### src/rtl/ldpc_dvb_enc_pp_ctrl.sv
// Ping-pong bank controller between the LDPC frame writer and the encoder core.
// Define LDPC_DVB_ENC_PP_CTRL_ERR_EN to add the sticky oerr {release_err, write_err} port.
module ldpc_dvb_enc_pp_ctrl #(
  parameter int pCTX_W = 16
) (
  input  logic              iclk,
  input  logic              ireset_n,
  input  logic              iclkena,
  input  logic              iwdone,
  input  logic [pCTX_W-1:0] iwctx,
  output logic              owrdy,
  output logic              owbank,
  input  logic              istart,
  input  logic              irelease,
  output logic              obuf_full,
  output logic              orbank,
  output logic [pCTX_W-1:0] orctx,
  output logic [1:0]        ocount
`ifdef LDPC_DVB_ENC_PP_CTRL_ERR_EN
  ,
  output logic [1:0]        oerr
`endif
);

  // state   | meaning
  // FREE    | bank empty, writer may fill it
  // FILLED  | frame complete, waiting for the encoder
  // BUSY    | encoder is reading the bank
  localparam logic [1:0] FREE   = 2'b00;
  localparam logic [1:0] FILLED = 2'b01;
  localparam logic [1:0] BUSY   = 2'b10;

  logic [1:0]        bank_st_q [2];
  logic [1:0]        bank_st_d [2];
  logic [pCTX_W-1:0] ctx_q [2];
  logic [pCTX_W-1:0] ctx_d [2];
  logic              wptr_q, wptr_d;
  logic              rptr_q, rptr_d;

  logic wr_ok, start_ok, rel_ok;

  // Each event needs a distinct pre-edge bank state, so accepted events never
  // collide on one bank and can all be applied in the same cycle.
  assign wr_ok    = iwdone   && (bank_st_q[wptr_q] == FREE);
  assign start_ok = istart   && (bank_st_q[rptr_q] == FILLED);
  assign rel_ok   = irelease && (bank_st_q[rptr_q] == BUSY);

  always_comb begin
    bank_st_d = bank_st_q;
    ctx_d     = ctx_q;
    wptr_d    = wptr_q;
    rptr_d    = rptr_q;
    if (wr_ok) begin
      bank_st_d[wptr_q] = FILLED;
      ctx_d[wptr_q]     = iwctx;
      wptr_d            = ~wptr_q;
    end
    if (start_ok) begin
      bank_st_d[rptr_q] = BUSY;
    end
    if (rel_ok) begin
      bank_st_d[rptr_q] = FREE;
      rptr_d            = ~rptr_q;
    end
  end

  always_ff @(posedge iclk or negedge ireset_n) begin
    if (!ireset_n) begin
      bank_st_q[0] <= FREE;
      bank_st_q[1] <= FREE;
      ctx_q[0]     <= '0;
      ctx_q[1]     <= '0;
      wptr_q       <= 1'b0;
      rptr_q       <= 1'b0;
    end else if (iclkena) begin
      bank_st_q <= bank_st_d;
      ctx_q     <= ctx_d;
      wptr_q    <= wptr_d;
      rptr_q    <= rptr_d;
    end
  end

`ifdef LDPC_DVB_ENC_PP_CTRL_ERR_EN
  logic [1:0] err_q, err_d;

  always_comb begin
    err_d = err_q;
    if (iwdone && !wr_ok) err_d[0] = 1'b1;
    if (irelease && !rel_ok) err_d[1] = 1'b1;
  end

  always_ff @(posedge iclk or negedge ireset_n) begin
    if (!ireset_n) begin
      err_q <= 2'b00;
    end else if (iclkena) begin
      err_q <= err_d;
    end
  end

  assign oerr = err_q;
`endif

  assign owbank    = wptr_q;
  assign orbank    = rptr_q;
  assign owrdy     = (bank_st_q[wptr_q] == FREE);
  assign obuf_full = (bank_st_q[rptr_q] == FILLED);
  assign orctx     = ctx_q[rptr_q];
  assign ocount    = {1'b0, (bank_st_q[0] != FREE)} + {1'b0, (bank_st_q[1] != FREE)};

endmodule
### config.mk
export PLATFORM = sky130hd
export DESIGN_NAME = ldpc_dvb_enc_pp_ctrl
export DESIGN_NICKNAME = d
export VERILOG_FILES = /design/src/rtl/ldpc_dvb_enc_pp_ctrl.sv
export SDC_FILE = /design/constraint.sdc
export NUM_CORES = 1
export LEC_CHECK = 0
export ABC_AREA = 0
export BUFFER_PORTS_ARGS = -buffer_cell sky130_fd_sc_hd__buf_2
export CAP_MARGIN = 10
export CORE_MARGIN = 2
export CORE_UTILIZATION = 57
export CTS_CLUSTER_SIZE = 40
export DETAILED_ROUTE_END_ITERATION = 10
export PLACE_DENSITY = 0.84
export SYNTH_ARGS = -nofsm -noshare
export SYNTH_HDL_FRONTEND = slang
export SYNTH_SLANG_ARGS = --single-unit
### constraint.sdc
create_clock -name iclk -period 5.1 [get_ports iclk]
set_input_delay 0.51 -clock iclk [delete_from_list [all_inputs] [get_ports iclk]]
set_output_delay 0.51 -clock iclk [all_outputs]
set_load 0.02 [all_outputs]
* Word-level counts from Yosys, hierarchy flattened
Cells that the tools add are included.
Word-level totals: register bits 38, latch bits 0, RAM bits 0, ROM bits 0, input bits 22, output and inout port bits 22, word-level logic and storage cells 54, memories kept 0
Cells by class: add/subtract/negate cells 1, multiply operators 0, div/mod/pow operators 0, magnitude comparators 4, eq/ne operators 2, shifts and indexed selects 0, mux-type cells 19, bitwise gates (word level) 12, reduce and logical (&&, ||, !) cells 10
Operators by type and width (number):
- $mux W16 | 4
- $bwmux W32 | 1
- $demux W16 S1 | 1
- $mux W2 | 8
- $mux W4 | 3
- $logic_and A1 B1 Y1 | 5
- $and A2 B2 Y2 | 2
- $and A4 B4 Y4 | 1
- $demux W2 S1 | 2
- $ge A2 B2 Y1 const B | 2
- $lt A2 B1 Y1 const B | 2
- $not A1 Y2 | 2
- $not A2 Y2 | 2
- $not A4 Y4 | 1
- $or A2 B2 Y2 | 2
- $reduce_and A2 Y1 | 2
- $reduce_bool A2 Y1 | 2
- $add A1 B1 Y2 | 1
- $eq A2 B1 Y1 const B | 1
- $eq A2 B2 Y1 const B | 1
- $logic_not A2 Y1 | 1
- $not A1 Y1 | 2

* Depth between registers and ports, before layout
Gate-level depths: netlist of the first run.
depth after elaboration 12, gate-level depth with buffers 5, depth with buffers taken out 3

* Worst setup path before layout of the first run
Ideal clock, no wire load.
kind reg-to-output, start reg rptr_q, in the netlist orbank, end out obuf_full, arrival time 1.469 ns, required time 4.590 ns, path slack 3.121 ns, cell stages (with the launch flop) 4, buffers on the path 2, path through dfrtp_1 > clkbuf_1 > clkbuf_1 > o32ai_1
On the way: cells in the longest elaborated chain, start to end 5
RTL lines:
- from (decl) | RTL line 38 | logic rptr_q, rptr_d;
- from (signal assigned) | RTL line 79 | rptr_q <= rptr_d;
- $not A1 Y2 (not written as such) | RTL line 106 | assign obuf_full = (bank_st_q[rptr_q] == FILLED);
- $mux W2 (not written as such) (3 in series) | RTL line 106
- $eq A2 B1 Y1 | RTL line 106
- to (decl) | RTL line 15 | output logic obuf_full,
Every way passes these cells. The select of a mux whose other input is x is not followed.

* Worst setup path in the final report of the first run
start reg rptr_q, in the netlist orbank, end out orctx[3]
On the way: cells in the longest elaborated chain, start to end 4
RTL lines:
- $not A1 Y2 (not written as such) | RTL line 107 | assign orctx = ctx_q[rptr_q];
- $mux W16 (not written as such) (3 in series) | RTL line 107
- to (decl) | RTL line 17 | output logic [pCTX_W-1:0] orctx,
Every way passes these cells. The select of a mux whose other input is x is not followed.

==> qor.txt, run 1 <==
Max-slew headroom at the worst pin -> 0.355
Met2 WL -> 1.68 mm
Gr usage total -> 0.213
Drt drc -> 0
Post-synthesis sequential area ratio -> 0.521
First-pass GRT wire length -> 5.56 mm
ANT cells -> 0
Power Total -> 1.31 mW
Setup Buffers After CTS -> 0
Largest net degree at the start of global routing -> 39
Drt total wl -> 3.37 mm
Die W -> 60.6 um
Highest Signal Layer -> met4
Worst Path Arrival -> 1.88 ns
Sw Share -> 0.377
Yosys reg bits -> 38
Final min period -> 2.39 ns
Worst setup SP type -> flop
Initial core utilization -> 0.598
Clock skew -> 0.0118 ns
Port bufs -> 43
Share of cells above drive strength 1 -> 0.629
Total leakage power -> 1.05 nW
RePlAce Congestion -> 0.813
Post-synth ARST share -> 1.00
Setup TNS -> 0 ns
Hold slack -> 0.246 ns
Netlist cell types -> 24
Post-synth top area cell -> dfrtp_1
Wire per inst -> 16.0 um
Chip Height -> 60.6 um
Mapped Cells -> 121
Main synth FF type -> dfrtp_1
Setup CP Type -> flop to output pin
Die area -> 3670 um^2
Core area -> 3050 um^2
Mapped Area -> 1830 um^2
Vias per cell -> 5.36
Hold_buf cts -> 0
Antenna Nets Post-Route -> 0
Mapped Nets -> 144
WP data required -> 4.59 ns
Clock Power Share -> 0.127
Sequential power share -> 0.415
Ports -> 44
Hold crit path type -> primary input to asynchronous set/reset pin
Slew Viols, Final -> 0
Met1 Wirelength -> 1.46 mm
CTS Sinks -> 38
Post-synth EDFFs -> 0
Clock buffer count from CTS -> 5
Cell Int Power -> 0.813 mW
Yosys top cell area share -> 0.521
Layout area overhead -> 15.8%
Critical Path Sink Type -> output pin
PostCTS Resize Cnt -> 0
Total iterations of the first detailed-routing run -> 4
Syn Area/Cell -> 15.1 um^2
Fin. Hold Viols -> 0
Via count -> 1130
Final Cycle Share -> 0.469
Initial antenna violation count -> 0
NumNets Final -> 189
RSZ-0062 raised after global routing -> false
Worst-margin pin slew -> 0.964 ns
Synth top area cells -> dfrtp_1, mux2_2, mux2_4
Synth warn -> 0
Most common cell in the netlist -> dfrtp_1
Clk buf depth -> 2
H-Tree Level Count -> 2
Root buf cell -> clkbuf_4
Post-DP HPWL -> 2.32 mm
Fmax achieved -> 0.418 GHz
Peak supply drop -> 0.000285 V
Pwr per Cell Area -> 618 nW/um^2
Final setup vio count -> 0
Max-Cap Viols -> 0
Comb pwr share -> 0.457
GRT overflow -> 0
Outcome -> finished, final reports clean
Met3 Wirelength -> 183 um
TritonCTS clock tree -> built
Largest fanout on the critical path -> 25
CTS clk-pin slew, worst paths -> 0.12 ns
Initial DRC Count -> 42
Commonest cells post-synth -> dfrtp_1, mux2_2, mux2_4
Skew-Pair Late Insertion Delay -> 0.35 ns
Fill cells -> 220
Vias in the first global route -> 1168
Switching power -> 0.493 mW
Cell Rows -> 20
## stage by stage
| step | utilization | setup slack [ns] | cells | area, um^2 |
|---|---|---|---|---|
| CTS | 0.693 | 2.68 | 211 | 2110 |
| floorplan | - | 3.12 | 121 | 1830 |
| global placement | 0.672 | 3.09 | 203 | 2050 |
| finish | 0.693 | 2.71 | 211 | 2110 |
| global route | 0.693 | 2.57 | 211 | 2110 |
| detailed placement | 0.672 | 3.02 | 203 | 2050 |
## power by group through the flow
stage / clock, mW / combinational [mW] / sequential [mW]
final: 0.166 / 0.598 / 0.543
after CTS: 0.174 / 0.603 / 0.542
after global placement: 0 / 0.584 / 0.536
after detailed placement: 0 / 0.600 / 0.548
after global routing: 0.187 / 0.647 / 0.562
after floorplan: 0 / 0.480 / 0.499
## worst max-delay path, cell delays in order, from the launching register on
cell and delay, ns:
dfrtp_1 0.95, mux2_2 0.42, buf_2 0.16
## layout by cell type, fill, tap and decap left out
master and instances:
a21o_1 1, or2_2 1, or2_4 1, and3b_1 1, clkbuf_4 5, nand2b_1 2, inv_1 3, clkinvlp_4 1
buf_2 43, clkinv_2 1, mux2_2 30, dfrtp_1 38, nor3_4 1, mux2_4 18, o32ai_1 1, clkbuf_8 1
o31ai_1 1, o41ai_1 1, nand3_1 2, o21ai_0 6, a21oi_1 2, nand2_1 3, nor2_8 1, or3b_4 1
nand2_8 1, ha_1 1
## cell families (layout without fill, tap and decap cells)
group,after synthesis,after routing,share of synthesized area
adder cells (fa/ha/maj),1,1,0.00685
AND/OR/NAND/NOR,14,14,0.0685
flip-flops,38,38,0.521
AO/OA/AOI/OAI,12,12,0.0397
multiplexers,48,48,0.333
buffers and inverters,8,54,0.0315
## sequential cells by signal, summed over array words and instances, names as in the netlist
| name | cells |
|---|---|
| ctx_q | 32 |
| orbank | 1 |
| bank_st_q | 4 |
| owbank | 1 |
## area by class of cell
cell class	instances	area, um^2	share of cell area
flip-flops and latches	38	951	0.450
multi-input cells	75	818	0.387
repair buffers	43	215	0.102
well taps	44	55.1	0.0260
clock buffers	6	51.3	0.0243
clock inverters	2	12.5	0.00592
inverters	3	11.3	0.00533
## routing by layer
metal / vias to the layer above / global-route usage
li1: 521 / -
met1: 558 / 0.271
met2: 46 / 0.346
met3: 5 / 0.0661
met4: 0 / 0.0745
met5: - / 0
## path summary, 6_finish.rpt
kind | endpoint | slack [ns] | start | cells past startpoint
worst min-delay path | ctx_q[6] | 0.25 | ireset_n | 1
max in group asynchronous | ctx_q[5] | 4.34 | ireset_n | 1
min in group iclk | ctx_q[25] | 0.40 | iwctx[9] | 2
worst max register to register | ctx_q[19] | 3.07 | bank_st_q[2] | 3
worst max-delay path | orctx[3] | 2.71 | orbank | 2
worst min register to register | ctx_q[30] | 0.51 | ctx_q[30] | 1
Note: power is estimated with default switching activity, not from simulation.
==> run 2, diff against run 1 <==
--- a/config.mk
+++ b/config.mk
@@ -9,10 +9,10 @@
 export BUFFER_PORTS_ARGS = -buffer_cell sky130_fd_sc_hd__buf_2
 export CAP_MARGIN = 10
 export CORE_MARGIN = 2
-export CORE_UTILIZATION = 57
+export CORE_UTILIZATION = 47
 export CTS_CLUSTER_SIZE = 40
 export DETAILED_ROUTE_END_ITERATION = 10
-export PLACE_DENSITY = 0.84
+export PLACE_DENSITY = 0.74
 export SYNTH_ARGS = -nofsm -noshare
 export SYNTH_HDL_FRONTEND = slang
 export SYNTH_SLANG_ARGS = --single-unit
==> constraint.sdc (replaced) <==
create_clock -name iclk -period 2.01 [get_ports iclk]
set_input_delay 0.201 -clock iclk [delete_from_list [all_inputs] [get_ports iclk]]
set_output_delay 0.201 -clock iclk [all_outputs]
set_load 0.02 [all_outputs]
==> run 2 against run 1 <==
Compared with the run above:
- die area increased by 20%
- clock skew down 0.0031 ns
- core utilization down 10 points
- critical path type is now flop to flop
- largest cell class unchanged
- highest routed layer unchanged
- critical endpoint is now ctx_q[2]
==> qor.txt, run 2 (synthesis results as in run 1) <==
Outcome -> finished, final reports clean
Most frequent cells in the layout -> buf_2, dfrtp_1, mux2_2, mux2_4, o21ai_0
CP cell instances -> or3b_4, nor2_8, mux2_2
Core area -> 3690 um^2
Final setup vio count -> 0
ANT cells -> 0
Skew-Pair Late Insertion Delay -> 0.29 ns
Antenna Nets Post-Route -> 0
Post-DP HPWL -> 2.46 mm
Critical Path Sink Type -> flop
GRT overflow -> 0
PostCTS Resize Cnt -> 0
Initial antenna violation count -> 0
Total leakage power -> 1.09 nW
Vias per cell -> 5.19
Setup TNS -> 0 ns
Largest Register -> ctx_q
Setup CP Type -> flop to flop
Pwr per Cell Area -> 1620 nW/um^2
Final min period -> 1.75 ns
Clk buf depth -> 2
Setup Buffers After CTS -> 0
Initial DRC Count -> 54
Peak per-stage delay on the critical path -> 0.46 ns
Total iterations of the first detailed-routing run -> 2
Setup crit start -> bank_st_q[0]
WP data required -> 2.18 ns
CTS Sinks -> 38
Initial core utilization -> 0.495
Layout area overhead -> 19.7%
Worst reg2reg startpoint -> bank_st_q[0]
Vias in the first global route -> 1216
Clock buffer count from CTS -> 5
Fmax achieved -> 0.573 GHz
Worst-margin pin slew -> 0.832 ns
Drt drc -> 0
Die W -> 66.3 um
R2r setup slk -> 0.26 ns
Fin. Hold Viols -> 0
Hold crit path type -> primary input to asynchronous set/reset pin
Commonest non-fill, non-tap cell in the layout -> buf_2
Worst Path Arrival -> 1.92 ns
Max-slew headroom at the worst pin -> 0.445
Ports -> 44
Chip Height -> 66.3 um
Slew Viols, Final -> 0
Largest net degree at the start of global routing -> 39
Cell Rows -> 22
Root buf cell -> clkbuf_8
Final Worst Setup Slack -> 0.265 ns
CTS clk-pin slew, worst paths -> 0.08 ns
Port bufs -> 43
NumNets Final -> 192
Pre-CTS setup slack -> 0.285 ns
CP Capture Point -> ctx_q[2]
First-pass GRT wire length -> 5.82 mm
Drt total wl -> 3.46 mm
TritonCTS clock tree -> built
RSZ-0062 raised after global routing -> false
Peak supply drop -> 0.000999 V
Reg2Reg Depth -> 3
CP max stage cell -> or3b_4
Max reg flops -> 32
Hold slack -> 0.00127 ns
Wire per inst -> 15.9 um
Die area -> 4400 um^2
Hold_buf cts -> 0
Worst setup SP type -> flop
Share of cells above drive strength 1 -> 0.635
Gr usage total -> 0.182
Final Cycle Share -> 0.868
Crit path depth -> 3
Family with the most delay on the worst path -> simple AND/OR/NAND/NOR gates
H-Tree Level Count -> 2
RePlAce Congestion -> 0.692
Via count -> 1132
Max-Cap Viols -> 0
R2R Path End -> ctx_q[2]
Largest fanout on the critical path -> 16
Clock skew -> 0.00871 ns
Largest registers -> ctx_q x32, bank_st_q x4
Crit path buffers/inverters -> 0
[run 2: layout make-up]
| class | instances | area (um^2) |
|---|---|---|
| fillers | 316 | 1500 |
| clock inverters | 3 | 40.0 |
| repair buffers | 46 | 238 |
| clock buffers | 5 | 68.8 |
| multi-input cells | 75 | 818 |
| well taps | 48 | 60.1 |
| flip-flops and latches | 38 | 951 |
| inverters | 3 | 11.3 |
[run 2: worst reg2reg max path: cells and delay by family (launching register included)]
kind / cells / cell delay, ns
AND/OR/NAND/NOR: 2 / 0.80
flip-flops: 1 / 0.43
multiplexers: 1 / 0.39
[run 2: worst min-delay path by stage]
stage / from / end / slack, ns / cells after the start
floorplan: ireset_n / bank_st_q[0] / -0.09 / 0
global placement: ireset_n / ctx_q[20] / 0.32 / 1
detailed placement: ireset_n / ctx_q[16] / 0.35 / 1
CTS: ireset_n / ctx_q[16] / 0.03 / 1
global route: ireset_n / ctx_q[16] / 0.07 / 1
finish: ireset_n / ctx_q[0] / 0.001 / 1
[run 2: metrics by stage]
step | power, mW | std cells | cell area, um^2 | utilization
final | 3.54 | 218 | 2190 | 0.593
after global routing | 3.76 | 218 | 2190 | 0.593
after CTS | 3.59 | 218 | 2190 | 0.593
after detailed placement | 2.94 | 210 | 2080 | 0.563
after global placement | 2.86 | 210 | 2080 | 0.563
after floorplan | 2.48 | 121 | 1830 | -
[run 2: routing by layer]
layer,track usage,part of all wire
met3,0.0477,0.044
met2,0.299,0.52
met5,0,0
met4,0.0765,0.019
met1,0.226,0.41
[run 2: power breakdown]
part | switching [mW] | leakage (nW) | internal [mW]
Clock | 0.269 | 0.0579 | 0.365
Sequential | 0.199 | 0.473 | 1.10
Combinational | 0.799 | 0.559 | 0.810
Total | 1.27 | 1.09 | 2.28
